--- src/rtl/stream_demux_pkg.sv ---
// Shared types and helpers for the registered 1-to-N stream demultiplexer.
package stream_demux_pkg;

    // Packet lock state: IDLE routes by in_sel, LOCKED routes by the latched select.
    typedef enum logic {
        ST_IDLE   = 1'b0,
        ST_LOCKED = 1'b1
    } lock_state_t;

    // Bit offset of channel 'chan' inside the flattened output payload bus.
    function automatic int slice_lo(input int chan, input int width);
        return chan * width;
    endfunction

endpackage

--- src/rtl/stream_demux_slice.sv ---
// One-entry valid/ready holding register carrying {dest, last, data}.
// Push side: o_ready = !vld || i_dest_ready; a push on the same edge as a pop
// reloads the entry with no bubble.
module stream_demux_slice
    import stream_demux_pkg::*;
#(
    parameter int DATA_W = 8,
    parameter int SEL_W  = 2
) (
    input  logic              clk,
    input  logic              rst_n,
    input  logic              i_valid,
    output logic              o_ready,
    input  logic [SEL_W-1:0]  i_dest,
    input  logic              i_last,
    input  logic [DATA_W-1:0] i_data,
    input  logic              i_dest_ready,
    output logic              o_vld,
    output logic [SEL_W-1:0]  o_dest,
    output logic              o_last,
    output logic [DATA_W-1:0] o_data
);

    logic              r_vld;
    logic [SEL_W-1:0]  r_dest;
    logic              r_last;
    logic [DATA_W-1:0] r_data;
    logic              w_push;

    assign o_ready = !r_vld || i_dest_ready;
    assign w_push  = i_valid && o_ready;

    // Load on push, otherwise empty the entry when the destination takes it.
    always_ff @(posedge clk or negedge rst_n) begin
        if (!rst_n) begin
            r_vld  <= 1'b0;
            r_dest <= '0;
            r_last <= 1'b0;
            r_data <= '0;
        end else if (w_push) begin
            r_vld  <= 1'b1;
            r_dest <= i_dest;
            r_last <= i_last;
            r_data <= i_data;
        end else if (r_vld && i_dest_ready) begin
            r_vld  <= 1'b0;
        end
    end

    assign o_vld  = r_vld;
    assign o_dest = r_dest;
    assign o_last = r_last;
    assign o_data = r_data;

endmodule

--- src/rtl/stream_demux.sv ---
// Registered 1-to-N stream demultiplexer with optional per-packet route lock
// and a saturating counter of beats dropped for an out-of-range select.
// Handshake (all ports): a beat moves on a rising edge where valid && ready;
// valid never depends on ready, and payload is held stable while valid && !ready.
module stream_demux
    import stream_demux_pkg::*;
#(
    parameter int DATA_W   = 8,
    parameter int N_OUT    = 4,
    parameter int SEL_W    = $clog2(N_OUT),
    parameter int PKT_MODE = 1,
    parameter int ERR_W    = 8
) (
    input  logic                    clk,
    input  logic                    rst_n,
    input  logic                    in_valid,
    output logic                    in_ready,
    input  logic [DATA_W-1:0]       in_data,
    input  logic [SEL_W-1:0]        in_sel,
    input  logic                    in_last,
    output logic [N_OUT-1:0]        out_valid,
    input  logic [N_OUT-1:0]        out_ready,
    output logic [N_OUT*DATA_W-1:0] out_data,
    output logic [N_OUT-1:0]        out_last,
    output logic [ERR_W-1:0]        drop_cnt,
    output logic                    o_dbg_state
);

    lock_state_t       r_state;
    lock_state_t       w_state_nxt;
    logic [SEL_W-1:0]  r_lock_sel;
    logic [SEL_W-1:0]  w_lock_sel_nxt;
    logic [ERR_W-1:0]  r_drop_cnt;

    logic [SEL_W-1:0]  w_eff_sel;
    logic              w_sel_ok;
    logic              w_accept;
    logic              w_drop;
    logic              w_slice_ready;
    logic              w_dest_ready;
    logic              w_vld_q;
    logic [SEL_W-1:0]  w_dest_q;
    logic              w_last_q;
    logic [DATA_W-1:0] w_data_q;

    // Select resolution: a locked packet ignores in_sel.
    assign w_eff_sel = (r_state == ST_LOCKED) ? r_lock_sel : in_sel;
    assign w_sel_ok  = (32'(w_eff_sel) < N_OUT);

    // Invalid-select beats are always accepted so the producer never stalls on them.
    assign in_ready  = w_sel_ok ? w_slice_ready : 1'b1;
    assign w_accept  = in_valid && in_ready;
    assign w_drop    = in_valid && !w_sel_ok;

    stream_demux_slice #(
        .DATA_W (DATA_W),
        .SEL_W  (SEL_W)
    ) u_slice (
        .clk          (clk),
        .rst_n        (rst_n),
        .i_valid      (in_valid && w_sel_ok),
        .o_ready      (w_slice_ready),
        .i_dest       (w_eff_sel),
        .i_last       (in_last),
        .i_data       (in_data),
        .i_dest_ready (w_dest_ready),
        .o_vld        (w_vld_q),
        .o_dest       (w_dest_q),
        .o_last       (w_last_q),
        .o_data       (w_data_q)
    );

    // Lock FSM state register.
    always_ff @(posedge clk or negedge rst_n) begin
        if (!rst_n) begin
            r_state    <= ST_IDLE;
            r_lock_sel <= '0;
        end else begin
            r_state    <= w_state_nxt;
            r_lock_sel <= w_lock_sel_nxt;
        end
    end

    // Lock FSM next state: lock on a non-last first beat, unlock on the last beat.
    always_comb begin
        w_state_nxt    = r_state;
        w_lock_sel_nxt = r_lock_sel;
        case (r_state)
            ST_IDLE: begin
                if (w_accept && !in_last && (PKT_MODE != 0)) begin
                    w_state_nxt    = ST_LOCKED;
                    w_lock_sel_nxt = in_sel;
                end
            end
            ST_LOCKED: begin
                if (w_accept && in_last) begin
                    w_state_nxt = ST_IDLE;
                end
            end
            default: w_state_nxt = ST_IDLE;
        endcase
    end

    // Output fan-out: only the held destination sees valid, data and last.
    always_comb begin
        out_valid    = '0;
        out_last     = '0;
        out_data     = '0;
        w_dest_ready = 1'b0;
        for (int k = 0; k < N_OUT; k++) begin
            if (w_vld_q && (w_dest_q == SEL_W'(k))) begin
                out_valid[k]                            = 1'b1;
                out_last[k]                             = w_last_q;
                out_data[slice_lo(k, DATA_W) +: DATA_W] = w_data_q;
                w_dest_ready                            = out_ready[k];
            end
        end
    end

    // Saturating count of beats discarded for an out-of-range select.
    always_ff @(posedge clk or negedge rst_n) begin
        if (!rst_n) begin
            r_drop_cnt <= '0;
        end else if (w_drop && (r_drop_cnt != {ERR_W{1'b1}})) begin
            r_drop_cnt <= r_drop_cnt + 1'b1;
        end
    end

    assign drop_cnt    = r_drop_cnt;
    assign o_dbg_state = r_state;

endmodule

--- config.mk ---
export PLATFORM = sky130hd
export DESIGN_NAME = stream_demux
export DESIGN_NICKNAME = d
export VERILOG_FILES = /design/src/rtl/stream_demux_pkg.sv /design/src/rtl/stream_demux_slice.sv /design/src/rtl/stream_demux.sv
export SDC_FILE = /design/constraint.sdc
export NUM_CORES = 1
export LEC_CHECK = 0
export CORE_UTILIZATION = 32
export DETAILED_ROUTE_END_ITERATION = 12
export HOLD_SLACK_MARGIN = 0.15
export PLACE_DENSITY = 0.86
export REMOVE_ABC_BUFFERS = 1
export SLEW_MARGIN = 20
export SYNTH_ARGS = -nofsm -noshare
export SYNTH_HDL_FRONTEND = slang
export SYNTH_HIERARCHICAL = 1
export SYNTH_SLANG_ARGS = --single-unit
export TNS_END_PERCENT = 100
--- constraint.sdc ---
create_clock -name clk -period 1.95 [get_ports clk]
set_input_delay 0.585 -clock clk [delete_from_list [all_inputs] [get_ports clk]]
set_output_delay 0.585 -clock clk [all_outputs]
set_load 0.03 [all_outputs]
==> results of run 1 <==
## cells by family after synthesis
| family | share of synthesized area (%) |
|---|---|
| AND/OR/NAND/NOR | 30.70 |
| multiplexers | 22.21 |
| flip-flops | 36.41 |
| buffers and inverters | 9.223 |
| AO/OA/AOI/OAI | 1.092 |
| other | 0.3637 |
## worst register-to-register path: stages, from the launching register on
cell	delay, ns
dfrtp_1	0.38
mux4_2	0.50
and2_4	0.14
nand2b_4	0.14
buf_4	0.13
buf_8	0.13
and4bb_2	0.25
mux2_4	0.30
## report_power, final
part	internal, mW	switching, mW	total [mW]
Combinational	1.21	1.19	2.41
Clock	0.0792	0.0950	0.174
Sequential	0.466	0.163	0.629
## layout make-up
| type | instances | area share, % |
|---|---|---|
| Multi-Input combinational cell | 75 | 38.31 |
| Timing Repair Buffer | 71 | 36.67 |
| Sequential cell | 15 | 20.56 |
| Tap cell | 44 | 3.016 |
| Clock buffer | 4 | 1.439 |
## how the worst min path moves through the flow
stage                    endpoint  slack [ns]  depth (start not counted)          start
global route        r_lock_sel[1]        0.54                          1  r_lock_sel[1]
global placement    r_lock_sel[0]        0.48                          1  r_lock_sel[0]
finish              r_lock_sel[1]        0.52                          1  r_lock_sel[1]
floorplan               async pin        0.29                          0          rst_n
CTS                 r_lock_sel[1]        0.52                          1  r_lock_sel[1]
detailed placement  r_lock_sel[1]        0.50                          1  r_lock_sel[1]
## cells in the final DEF, fill, tap and decap left out
master and instances:
buf_6 28, buf_4 24, and2_1 23, dfrtp_1 15, and2_4 14, clkdlybuf4s50_1 13, mux2_4 12, conb_1 8
and3b_2 4, buf_2 4, mux2_2 3, clkbuf_4 3, and3_4 2, nand2_8 2, nor3b_4 1, mux4_2 1
and4bb_2 1, a21oi_1 1, a31oi_1 1, clkbuf_1 1, dlygate4sd2_1 1, buf_8 1, nand2b_4 1, or2b_1 1
## Yosys cell counts, drive strengths merged
cell type	n
mux2	15
or2b	1
conb	1
and2	37
nand2b	1
nand2	1
a21oi	1
and3b	2
dfrtp	15
a31oi	1
buf	12
and4bb	1
mux4	1
and3	1
nor3b	1
## flip-flops by register name (all words and copies together), names as in the netlist, named ones only
name,count
u_slice/o_vld,1
u_slice/o_last,1
r_lock_sel,2
u_slice/o_data,8
u_slice/o_dest,2
## through the flow
stage | area, sq um | utilization [%] | hold slack [ns] | setup TNS (ns)
after CTS | 1768 | 57.91 | 0.5158 | -2.883
after global placement | 1575 | 51.60 | 0.4847 | -8.539
after global routing | 1826 | 59.80 | 0.5421 | -6.178
final | 1826 | 59.80 | 0.5184 | -2.804
after detailed placement | 1575 | 51.60 | 0.4964 | -9.054
after floorplan | 962.2 | - | 0.2894 | -1.432
## routing by layer
metal	global-route usage [%]	up-vias	wire, um
li1	-	439	-
met1	20.42	461	1187
met2	32.79	30	1670
met3	1.978	2	101
met4	6.122	0	8
met5	0	-	0
## timing repair
item | in CTS | in global routing
gates cloned | 3 | 1
endpoints found under the setup margin | 54 | 51
pin swaps | 8 | 2
resized for setup | 62 | 10
hold buffers | 0 | 0
setup buffers | 2 | 1
endpoints found under the hold margin | 0 | 0
==> run_results.csv, run 1 <==
group,metric,value,unit
routing,antenna_violating_nets_left,0,
critical_path,critical_path_depth,4,
layout,diodes,0,
critical_path,cp_data_arrival_time,1.56,ns
critical_path,critPathLaunchType,"flip-flop",
floorplan,chipWidth,58.76,um
routing,drt-pass1-iter-count,2,
floorplan,coreArea,3053,sq um
layout,ff_latch_area,375.4,sq um
status,run_status,"complete, but fails checks",
timing,final_critical_path_setup_slack,-0.1988,ns
cts,cts_made_buffers,3,
synthesis,synth_cell_types,18,
critical_path,worstReg2RegEnd,"r_lock_sel[0]",
floorplan,fp.dieArea,3453,sq um
critical_path,timing.critical_path.buf_inv,1,
grt,aggregate_global_routing_overflow,0,
placement,place.port_buffers,59,
floorplan,floorplan.io_pins,68,
synthesis,syn_avg_cell_area,11.33,sq um
cts,cts-root-to-sink-buffers,2,
grt,grt_antenna_before_repair,0,
routing,route.final.wire_length,2967,um
grt,grt_max_degree,16,
cts,cts.root.buffer_cell,"clkbuf_4",
timing,post_route_skew,0.004240,ns
timing,setup_viol,39,
power,total_power,3.208,mW
layout,fill_cells,257,
routing,avgRoutedWirePerCell,14.20,um
critical_path,timing.setup.critical_path_class,"flip-flop to output port",
critical_path,slowest_delay,0.50,ns
timing,final_min_period_over_clock_period,110.2,%
placement,last_weighted_congestion_value_of_the_routability_driven_placer,0.7973,
cts,clock_latency_at_the_later_pin_of_the_worst_skew_pair,0.27,ns
hold_path,hold_path.class,"flip-flop to flip-flop",
synthesis,synth-warning-count,6,
timing,final_hold_viol_count,0,
layout,areaGrowthSynthToFinish,77.06,%
critical_path,timing.critical_path.from,"u_slice/o_dest[0]",
layout,drive_gt1_share,61.21,%
placement,place_inst,198,
timing,achievable_freq,465.4,MHz
critical_path,rr_startpoint,"u_slice/o_dest[0]",
layout,final-instance-count-excl-fill,209,
critical_path,cp_top_family,"multiplexers",
synthesis,synthesis.area,1031,sq um
routing,drc,0,
critical_path,worstPathCellList,"mux4_2, and2_4, nand2b_4, buf_6",
synthesis,sequential_element_share_of_the_synthesized_area,36.41,%
synthesis,synth.top_cell.area_share,36.41,%
critical_path,worst_r2r_path_depth,7,
layout,multi_input_gate_area_in_the_final_layout,699.4,sq um
critical_path,cp-endpoint,"in_ready",
grt,grt_pass1_wl,4478,um
timing,period_needed,2.149,ns
power,p_leak,0.9082,nW
cts,worst_setup_hold_path_clk_slew,0.08,ns
synthesis,top_cell_type_by_total_area_after_synthesis,"dfrtp_1",
floorplan,initial_utilization,33.77,%
grt,grt.total_usage,17.50,%
routing,detail_route.vias_per_cell,4.459,
cts,ctsHtreeMaxLevel,1,
routing,via_count,932,
critical_path,cp_data_required_time,1.36,ns
floorplan,fp.dieH,58.76,um
synthesis,netlist_instances,91,
status,violations,"setup timing",
critical_path,critical_path_peak_fanout,2,
grt,grt_pass1_vias,916,
cts,clock_sinks,15,
floorplan,core.rowCount,20,
critical_path,setup.reg_to_reg.worst_slack,-0.14,ns
timing,final-max-slew-violation-count,0,
cts,cts_tree,"built",
placement,preCtsSetupSlack,-0.9562,ns
synthesis,ys_ff_latch,15,
critical_path,critPathSlowestCell,"mux4_2",
job,max_cap_violations,0,
placement,dp.final_hpwl,2024,um
synthesis,post_synth_main_area_contributors,"dfrtp_1 (36%), and2_1 (22%), mux2_4 (15%), buf_4 (5.8%), mux2_2 (5.5%)",
power,power.ir.vdd_worst,0.6166,mV
power,pwr_density_cell,1757,nW/um^2
routing,initial_drt_markers,33,
critical_path,setup.worst_path.end_class,"output port",
layout,final_nets,184,
timing,rsz0062_at_grt,"true",
(Power assumes the default switching activity.)
==> run 2, diff against run 1 <==
- CORE_ASPECT_RATIO: default -> 2
==> run 2 against run 1 <==
Critical endpoint unchanged. The flow still finishes with violations (setup timing). Non-clock buffer count down 2. Maximum frequency down 1.5%. Die area up 0.40%. Combinational power up 2%. Sequential power up 0.8%. Critical path type unchanged. Highest routed layer unchanged. Global-route usage down 2.5 points.
==> run_results.csv, run 2 (synthesis gave the netlist of run 1 again) <==
group,metric,value,unit
timing,worst_pin_slew,0.6628,ns
power,switching_share,44.02,%
routing,route.final.wire_length,2914,um
floorplan,chipWidth,42.14,um
grt,grt_pass1_vias,861,
grt,grt.total_usage,15.03,%
hold_path,hp-start,"r_lock_sel[1]",
routing,drc,0,
layout,layout_common_cells,"buf_6 (33), and2_1 (23), buf_4 (16)",
timing,final_min_period_over_clock_period,111.8,%
floorplan,coreArea,3013,sq um
placement,place_inst,179,
layout,diodes,0,
hold_path,worst_hold_path.endpoint,"r_lock_sel[1]",
routing,avgRoutedWirePerCell,15.26,um
floorplan,fp.dieH,82.27,um
layout,final_nets,180,
power,power_frac_seq,19.1,%
hold_path,holdPathStages,1,
status,run_status,"complete, but fails checks",
critical_path,cp_data_arrival_time,1.60,ns
grt,aggregate_global_routing_overflow,0,
timing,achievable_freq,458.6,MHz
timing,period_needed,2.181,ns
cts,worst_setup_hold_path_clk_slew,0.06,ns
placement,dp.final_hpwl,2027,um
critical_path,worst_r2r_path_depth,7,
power,clock_power_share,7.4,%
power,p_leak,0.9089,nW
layout,multi_input_gate_area_in_the_final_layout,674.4,sq um
placement,place.port_buffers,59,
timing,final_hold_viol_count,0,
routing,initial_drt_markers,1,
cts,clock_latency_at_the_later_pin_of_the_worst_skew_pair,0.24,ns
timing,final_critical_path_setup_slack,-0.2307,ns
power,total_switching_power,1.463,mW
cts,cts.root.buffer_cell,"clkbuf_8",
power,p_int,1.861,mW
hold_path,hold_path.class,"flip-flop to flip-flop",
routing,antenna_violating_nets_left,0,
critical_path,rr_startpoint,"u_slice/o_dest[0]",
critical_path,worstReg2RegEnd,"r_lock_sel[0]",
cts,cts_tree,"built",
cts,clock_sinks,15,
power,total_power,3.324,mW
job,max_cap_violations,0,
placement,last_weighted_congestion_value_of_the_routability_driven_placer,0.6548,
layout,finish.utilization,60.42,%
critical_path,critPathLaunchType,"flip-flop",
timing,post_route_skew,0.002522,ns
routing,via_count,897,
layout,largest_register_ff_count,8,
floorplan,fp.dieArea,3466,sq um
cts,cts-root-to-sink-buffers,2,
routing,detail_route.vias_per_cell,4.696,
floorplan,floorplan.io_pins,68,
power,pwr_density_cell,1826,nW/um^2
timing,slew-limit-headroom,55.67,%
power,combPwrFrac,73.6,%
critical_path,setup.reg_to_reg.worst_slack,-0.18,ns
grt,grt_max_degree,16,
layout,final-instance-count-excl-fill,191,
cts,ctsHtreeMaxLevel,1,
critical_path,critical_path_peak_fanout,5,
floorplan,core.rowCount,28,
timing,final-max-slew-violation-count,0,
floorplan,initial_utilization,34.22,%
timing,rsz0062_at_grt,"true",
power,power.ir.vdd_worst,1.155,mV
layout,ff_latch_area,376.6,sq um
cts,cts_made_buffers,3,
status,violations,"setup timing",
layout,mostFrequentLayoutCell,"buf_6",
grt,grt_pass1_wl,4008,um
layout,drive_gt1_share,61.49,%
routing,drt-pass1-iter-count,2,
grt,grt_antenna_before_repair,0,
layout,areaGrowthSynthToFinish,76.58,%
critical_path,timing.setup.critical_path_class,"flip-flop to output port",
critical_path,cp_data_required_time,1.36,ns
critical_path,setup.worst_path.end_class,"output port",
layout,fill_cells,261,
timing,setup_viol,52,
## run 2: final cells by class
class / count / share of cell area (%)
timing repair buffer: 69 / 37.66
multi-input combinational: 73 / 37.04
sequential: 15 / 20.69
clock buffer: 3 / 2.268
tap: 30 / 2.062
clock inverter: 1 / 0.2749
## run 2: metal layers
layer	track usage, %	part of all wire, %
met2	32.34	59
met1	14.29	32
met3	1.957	6.7
met4	3.750	1.8
met5	0	0
## run 2: how the worst max path moves through the flow
| stage | start | end | slack, ns | cells past startpoint |
|---|---|---|---|---|
| after floorplan | out_ready[3] | u_slice/o_data[3] | -0.09 | 5 |
| after global placement | out_ready[3] | in_ready | -0.96 | 5 |
| after detailed placement | out_ready[3] | in_ready | -0.98 | 5 |
| after CTS | u_slice/o_dest[0] | in_ready | -0.24 | 4 |
| after global routing | u_slice/o_dest[0] | in_ready | -0.28 | 4 |
| final | u_slice/o_dest[0] | in_ready | -0.23 | 4 |
## run 2: worst max-delay path, cell delays in order, from the launching register on
cell      delay, ns
dfrtp_2        0.41
mux4_2         0.51
and2_4         0.15
nand2b_4       0.14
buf_6          0.14
## run 2: power by group through the flow
stage / Sequential (mW) / Combinational, mW / Clock [mW]
after floorplan: 0.607 / 1.22 / 0
after global placement: 0.609 / 1.86 / 0
after detailed placement: 0.625 / 1.91 / 0
after CTS: 0.627 / 2.09 / 0.251
after global routing: 0.669 / 2.56 / 0.267
final: 0.634 / 2.45 / 0.245
## run 2: what timing repair did
| item | in CTS | in global routing |
|---|---|---|
| gates resized for setup | 49 | 28 |
| cloned | 1 | 2 |
| pin swaps | 2 | 3 |
| setup endpoints to repair | 52 | 51 |
| hold buffers | 0 | 0 |
| setup buffers | 0 | 5 |
## run 2: through the flow
step	setup TNS, ns	area (sq um)	worst slack [ns]	hold WS, ns
final	-4.458	1821	-0.2307	0.5154
after detailed placement	-9.239	1520	-0.9833	0.5005
after CTS	-1.900	1667	-0.2433	0.5134
after global routing	-7.860	1821	-0.2838	0.5505
after global placement	-8.627	1520	-0.9617	0.4844
after floorplan	-1.432	962.2	-0.08847	0.2894
